==> config.mk <==
export PLATFORM = sky130hd
export DESIGN_NAME = mc_ctrl
export DESIGN_NICKNAME = d
export VERILOG_FILES = /design/src/rtl/mc_ctrl.sv
export SDC_FILE = /design/constraint.sdc
export NUM_CORES = 1
export LEC_CHECK = 0
export CORE_MARGIN = 4
export CORE_UTILIZATION = 51
export CTS_BUF_LIST = sky130_fd_sc_hd__clkbuf_4 sky130_fd_sc_hd__clkbuf_8
export CTS_CLUSTER_SIZE = 8
export DETAILED_ROUTE_END_ITERATION = 8
export PLACE_DENSITY_LB_ADDON = 0.1
export SYNTH_ARGS = -nofsm -noshare
export SYNTH_HDL_FRONTEND = slang
export SYNTH_SLANG_ARGS = --single-unit
==> constraint.sdc <==
create_clock -name clk -period 4.9 [get_ports clk]
set_clock_uncertainty 0.1 [all_clocks]
set_input_delay 0.98 -clock clk [delete_from_list [all_inputs] [get_ports clk]]
set_output_delay 0.98 -clock clk [all_outputs]
set_load 0.005 [all_outputs]
==> src/rtl/mc_ctrl.sv <==
// Multi-cycle MIPS control unit: sequences FETCH/DECODE/EXEC/MEM/WB and decodes
// the datapath selects, write enables and op codes from state, opcode and funct.
module mc_ctrl (
   input  logic        clk,
   input  logic        reset,
   input  logic [5:0]  opcode,
   input  logic [5:0]  funct,
   input  logic        zero,
   output logic [1:0]  MGRFA3,
   output logic [1:0]  MGRFWD,
   output logic        MALUB,
   output logic        GRFWE,
   output logic        DMWE,
   output logic        PCWE,
   output logic        IRWE,
   output logic [1:0]  NPCOp,
   output logic [2:0]  ALUOp,
   output logic [1:0]  EXTOp,
   output logic [2:0]  state,
   output logic        retire,
   output logic [31:0] icount
);

   typedef enum logic [2:0] {
      S_FETCH  = 3'd0,
      S_DECODE = 3'd1,
      S_EXEC   = 3'd2,
      S_MEM    = 3'd3,
      S_WB     = 3'd4
   } state_t;

   state_t cur, nxt;

   logic is_r, is_addu, is_subu, is_jr, is_ori, is_lw, is_sw;
   logic is_beq, is_lui, is_j, is_jal, is_nop;

   assign is_r    = (opcode == 6'h00);
   assign is_addu = is_r && (funct == 6'h21);
   assign is_subu = is_r && (funct == 6'h23);
   assign is_jr   = is_r && (funct == 6'h08);
   assign is_ori  = (opcode == 6'h0d);
   assign is_lw   = (opcode == 6'h23);
   assign is_sw   = (opcode == 6'h2b);
   assign is_beq  = (opcode == 6'h04);
   assign is_lui  = (opcode == 6'h0f);
   assign is_j    = (opcode == 6'h02);
   assign is_jal  = (opcode == 6'h03);
   assign is_nop  = !(is_addu || is_subu || is_jr || is_ori || is_lw || is_sw ||
                      is_beq || is_lui || is_j || is_jal);

   // ALU configuration shared by EXEC and WB so the result stays stable
   // while it is written back.
   logic [2:0] alu_cfg;
   logic       alub_cfg;
   logic [1:0] ext_cfg;

   always_comb begin
      alu_cfg  = 3'b000;
      alub_cfg = 1'b0;
      ext_cfg  = 2'b00;
      if (is_subu) begin
         alu_cfg = 3'b001;
      end else if (is_ori) begin
         alu_cfg  = 3'b010;
         alub_cfg = 1'b1;
      end else if (is_lui) begin
         alub_cfg = 1'b1;
         ext_cfg  = 2'b10;
      end else if (is_lw || is_sw) begin
         alub_cfg = 1'b1;
         ext_cfg  = 2'b01;
      end else if (is_beq) begin
         alu_cfg = 3'b001;
         ext_cfg = 2'b01;
      end
   end

   always_comb begin
      nxt    = S_FETCH;
      MGRFA3 = 2'b00;
      MGRFWD = 2'b00;
      MALUB  = 1'b0;
      GRFWE  = 1'b0;
      DMWE   = 1'b0;
      PCWE   = 1'b0;
      IRWE   = 1'b0;
      NPCOp  = 2'b00;
      ALUOp  = 3'b000;
      EXTOp  = 2'b00;
      retire = 1'b0;
      case (cur)
         S_FETCH: begin
            IRWE = 1'b1;
            PCWE = 1'b1;
            nxt  = S_DECODE;
         end
         S_DECODE: begin
            if (is_j || is_jal) begin
               PCWE   = 1'b1;
               NPCOp  = 2'b10;
               retire = 1'b1;
               if (is_jal) begin
                  GRFWE  = 1'b1;
                  MGRFA3 = 2'b10;
                  MGRFWD = 2'b10;
               end
            end else if (is_jr) begin
               PCWE   = 1'b1;
               NPCOp  = 2'b11;
               retire = 1'b1;
            end else if (is_nop) begin
               retire = 1'b1;
            end else begin
               nxt = S_EXEC;
            end
         end
         S_EXEC: begin
            ALUOp = alu_cfg;
            MALUB = alub_cfg;
            EXTOp = ext_cfg;
            if (is_beq) begin
               NPCOp  = 2'b01;
               PCWE   = zero;
               retire = 1'b1;
            end else if (is_lw || is_sw) begin
               nxt = S_MEM;
            end else begin
               nxt = S_WB;
            end
         end
         S_MEM: begin
            if (is_sw) begin
               DMWE   = 1'b1;
               retire = 1'b1;
            end else begin
               nxt = S_WB;
            end
         end
         S_WB: begin
            ALUOp  = alu_cfg;
            MALUB  = alub_cfg;
            EXTOp  = ext_cfg;
            GRFWE  = 1'b1;
            retire = 1'b1;
            MGRFA3 = (is_ori || is_lui || is_lw) ? 2'b01 : 2'b00;
            MGRFWD = is_lw ? 2'b01 : 2'b00;
         end
         default: nxt = S_FETCH;
      endcase
   end

   always_ff @(posedge clk or posedge reset) begin
      if (reset) begin
         cur    <= S_FETCH;
         icount <= 32'd0;
      end else begin
         cur <= nxt;
         if (retire) icount <= icount + 32'd1;
      end
   end

   assign state = cur;

endmodule

; ---- After elaboration in Yosys (flattened, before gate mapping)
; Index checks and enable logic that the tools add are counted.
[word_totals]
regBits = 35
input_bits = 15
out_inout_bits = 52
[classes]
n_addsub = 1
n_eq_ne = 14
muxes = 48
n_reduce_logical = 19
[ops]
columns = cell, count
row1 = "adder 32 x 1 -> 32 bit, second input constant", 1
row2 = 2-to-1 mux 2 bit, 13
row3 = "== test 6 bit, second input constant", 4
row4 = 2-to-1 mux 1 bit, 24
row5 = "== test 6 x 4 -> 1 bit, second input constant", 3
row6 = logical OR 1 bit, 13
row7 = "== test 6 x 2 -> 1 bit, second input constant", 2
row8 = 2-to-1 mux 3 bit, 4
row9 = one-hot mux 2 bit (2 select lines), 3
row10 = one-hot mux 3 bit (4 select lines), 1
row11 = "== test 3 x 2 -> 1 bit, second input constant", 2
row12 = "== test 6 x 3 -> 1 bit, second input constant", 1
row13 = zero test 6 bit, 1
row14 = one-hot mux 1 bit (4 select lines), 1
row15 = "== test 3 x 1 -> 1 bit, second input constant", 1
row16 = "== test 3 bit, second input constant", 1
row17 = logical AND 1 bit, 3
row18 = zero test 3 bit, 1
row19 = one-hot mux 1 bit (3 select lines), 1
row20 = one-hot mux 1 bit (2 select lines), 1
row21 = OR reduction 2 bit, 1

; ---- Longest topological paths before layout
[depth]
word_depth = 15
ltp_mapped = 8
ltp_nobuf = 6

; ---- Worst setup path before layout
; Ideal clock, no wire load.
[synth_timing]
kind = in2out
startpoint = in opcode[3]
endpoint = out retire
t_arrival_ns = 2.117
t_required_ns = 3.820
slack_ns = 1.703
path_stages = 6
n_path_buf = 2
path_cell_list = buf_6 -> or3_1 -> o211a_1 -> o21bai_4 -> o2111ai_4 -> buf_6
[synth_between]
elab_chain_len = 15
[synth_lines]
columns = element, line_no
row1 = start: declaration, 6  ; input logic [5:0] opcode,
row2 = zero test 6 bit, 37  ; assign is_r = (opcode == 6'h00);
row3 = logical AND 1 bit (on tied branches), "38, 39"
row4 = logical OR 1 bit (6 in a row), 48  ; assign is_nop = !(is_addu || is_subu || is_jr || is_ori || is_lw || is_sw ||
row5 = logical OR 1 bit (3 in a row), 49  ; is_beq || is_lui || is_j || is_jal);
row6 = 2-to-1 mux 1 bit, 111  ; end else if (is_nop) begin
row7 = 2-to-1 mux 1 bit, 107  ; end else if (is_jr) begin
row8 = 2-to-1 mux 1 bit, 98  ; if (is_j || is_jal) begin
row9 = one-hot mux 1 bit (4 select lines) (*), 91  ; case (cur)
row10 = end: declaration, 20  ; output logic retire,
; Mark *: on every way between the ends. The rest lies on a longest branch, timed or not.

; ---- Final worst setup path
[layout_timing]
startpoint = in opcode[3]
endpoint = out GRFWE
[layout_between]
elab_chain_len = 4
[layout_lines]
columns = element, line_no
row1 = == test 6 x 2 -> 1 bit (on tied branches), "47, 46"
row2 = 2-to-1 mux 1 bit / logical OR 1 bit (equally long branches), "102, 98"
row3 = 2-to-1 mux 1 bit (*), 98
row4 = one-hot mux 1 bit (2 select lines) (*), 91
row5 = end: declaration, 12  ; output logic GRFWE,
; Marked as above.

==> flow_summary.ini <==
[sta]
hold_viol = 0
final.min_clock_period_ns = 4.219
finalSetupTns_ns = 0
timing.final.max_slew_violations = 0
report.final.setup_viol = 0
setup_ws_ns = 0.6810
rsz0062_at_grt = false
worst_pin_slew_ns = 0.5062
maxSlewHeadroom = 0.6613
fin_crit_sh = 0.8610
max_freq_mhz = 237.0

[synthesis]
syn-cell-area_sq_mm = 0.002013
ys_seq_area_frac = 0.4351
async_flop_share = 1.000
synth.area.top_cells = dfrtp_1 44%, xnor2_1 13%, nand4_1 5.9%, nand3_1 4.5%, nor2_1 2.4%
syn_inst = 201
synth_cell_type_count = 43
netlist.area_leader.share = 0.4351
synth_edf_count = 0
synth.most_common_cell = dfrtp_1
ys.flop_type = dfrtp_1
yosys.area.top_type = dfrtp_1
syn-num-nets = 217
synthTopCellsByCount = 35 x dfrtp_1, 30 x xnor2_1, 19 x nand4_1
yosys_warnings = 0
synth_seq_cells = 35
synth.avg_cell_area_sq_um = 10.02

[worst_hold_path]
hold_start = icount[31]
min_path_cells = 1
hold_class = register to register

[worst_setup_path]
critPathMaxFanout = 9
worst_r2r_startpoint = state[0]
crit_path_start_kind = primary input
arrival_ns = 3.14
worstRegToRegCells = 5
worstSetupStartpoint = opcode[3]
path_class = primary input to primary output
required_ns = 3.82
critPathCaptureType = primary output

[floorplanning]
core_area_sq_mm = 0.003744
ioPinCount = 67
initial_utilization = 0.5378
rows = 22
die_area_sq_mm = 0.005017
fp.dieH_microns = 70.83
fp.dieW_microns = 70.83

[routing]
drtIter0Drc = 104
drt-total-wl_mm = 4.777
vias_per_cell = 5.541
wl_per_cell_microns = 15.21
drc = 0
drt-pass1-iter-count = 5
vias = 1740
detail-route-antenna-nets = 0

[power_and_ir_drop]
p_switching_uw = 295.1
power_frac_comb = 0.332
p_int_uw = 577.5
leakagePower_nw = 1.097
p_sw_frac = 0.3381
p_per_area_mw_per_mm2 = 317.3
sequentialPowerShare = 0.428
p_clk_frac = 0.240
ir_drop_v = 0.0003804
power_uw = 872.6

[global_routing]
grt_max_degree = 36
grt_overflow = 0
grt_pass1_vias = 1727
grt_usage = 0.1976
grt_first_pass_wirelength_mm = 7.955
grt_antenna_before_repair = 0

[clock_network]
cts_tree = built
clock_latency_ns = 0.29
cts_inserted_buffers = 5
cts_setup_buffers = 0
htree_num_levels = 2
root_buffer = clkbuf_8
clock-sinks = 35
post_cts_resized = 0
clk_pin_slew_ns = 0.07
holdBufCountCts = 0
clockBufferDepth = 2

[finish]
final_area_sq_mm = 0.002750
final_core_util = 0.7346
drive_gt1_frac = 0.08647
syn2layout_area_growth_pct = 36.61
final_nets = 281
diodes = 0
fillCellCount = 290

[place]
dp_worst_setup_slack_ns = 0.6609
placed_cell_area_sq_mm = 0.002661
port_buffers = 65
place_congestion = 0.8802
hpwl_mm = 3.545

[flow_run]
drv_cap = 0

[status]
status = finished, final reports clean
## sequential cells by signal (all words and copies together), names as in the netlist
register and flops:
icount 32, state 3
## stage by stage
| step | std cells | hold slack (ns) |
|---|---|---|
| CTS | 314 | 0.3963 |
| detailed placement | 306 | 0.3866 |
| global route | 314 | 0.4253 |
| global placement | 306 | 0.3595 |
| finish | 314 | 0.3918 |
| floorplan | 201 | 0.3675 |
## metal layers
layer,wire length [microns],track usage,vias to the layer above
met5,0,0,-
met4,81,0.06889,0
met3,227,0.04403,9
met2,2277,0.3172,50
met1,2190,0.2638,836
li1,-,-,845
## logic make-up (layout without fill, tap and decap cells)
group / after synthesis / after routing / synth area share
buffers and inverters: 13 / 78 / 0.04412
muxes: 1 / 1 / 0.005593
DFF: 35 / 35 / 0.4351
other: 1 / 1 / 0.001863
xor gates and xnor gates: 31 / 31 / 0.1349
and+or+nand+nor: 104 / 104 / 0.3070
adders and majority gates: 1 / 1 / 0.006214
AOI/OAI and AO/OA: 15 / 15 / 0.06526
## path summary, 6_finish.rpt
path,slack (ns),endpoint
setup / recovery,0.68,GRFWE
min in group asynchronous,0.99,icount[6]
max in group asynchronous,3.40,icount[17]
hold / removal,0.39,icount[31]
setup reg to reg,2.74,icount[1]
hold reg to reg,0.39,icount[31]
## placed cells by master, fill, tap and decap left out, types with 5 or more instances in the layout
master | Yosys | final
clkdlybuf4s50_1 | 0 | 65
dfrtp_1 | 35 | 35
xnor2_1 | 30 | 30
nand4_1 | 19 | 19
nand3_1 | 18 | 18
nor2_1 | 13 | 13
nand2_1 | 10 | 10
and3_1 | 7 | 7
nor2b_1 | 5 | 5
a21oi_1 | 5 | 5
clkbuf_8 | 0 | 5
## power groups by stage
stage | registers (mW) | logic, mW | clock network (mW)
after detailed placement | 0.379 | 0.293 | 0
after global placement | 0.377 | 0.289 | 0
final | 0.374 | 0.290 | 0.209
after floorplan | 0.364 | 0.187 | 0
after CTS | 0.374 | 0.294 | 0.214
after global routing | 0.382 | 0.319 | 0.230
## worst max-delay path, stage by stage
cell	delay [ns]
clkdlybuf4s50_1	0.57
nor4_1	0.50
nor2b_1	0.23
nor2b_1	0.20
o21bai_1	0.13
clkdlybuf4s50_1	0.52
## area by class of cell
type / instances / area, sq um / area share
Multi-Input combinational cell: 153 / 1049 / 0.3813
Sequential cell: 35 / 875.8 / 0.3185
Timing Repair Buffer: 67 / 665.6 / 0.2420
Clock buffer: 6 / 76.32 / 0.02775
Tap cell: 48 / 60.06 / 0.02184
Clock inverter: 2 / 12.51 / 0.004550
Inverter: 3 / 11.26 / 0.004095
Note: power is estimated with default switching activity, not from simulation.
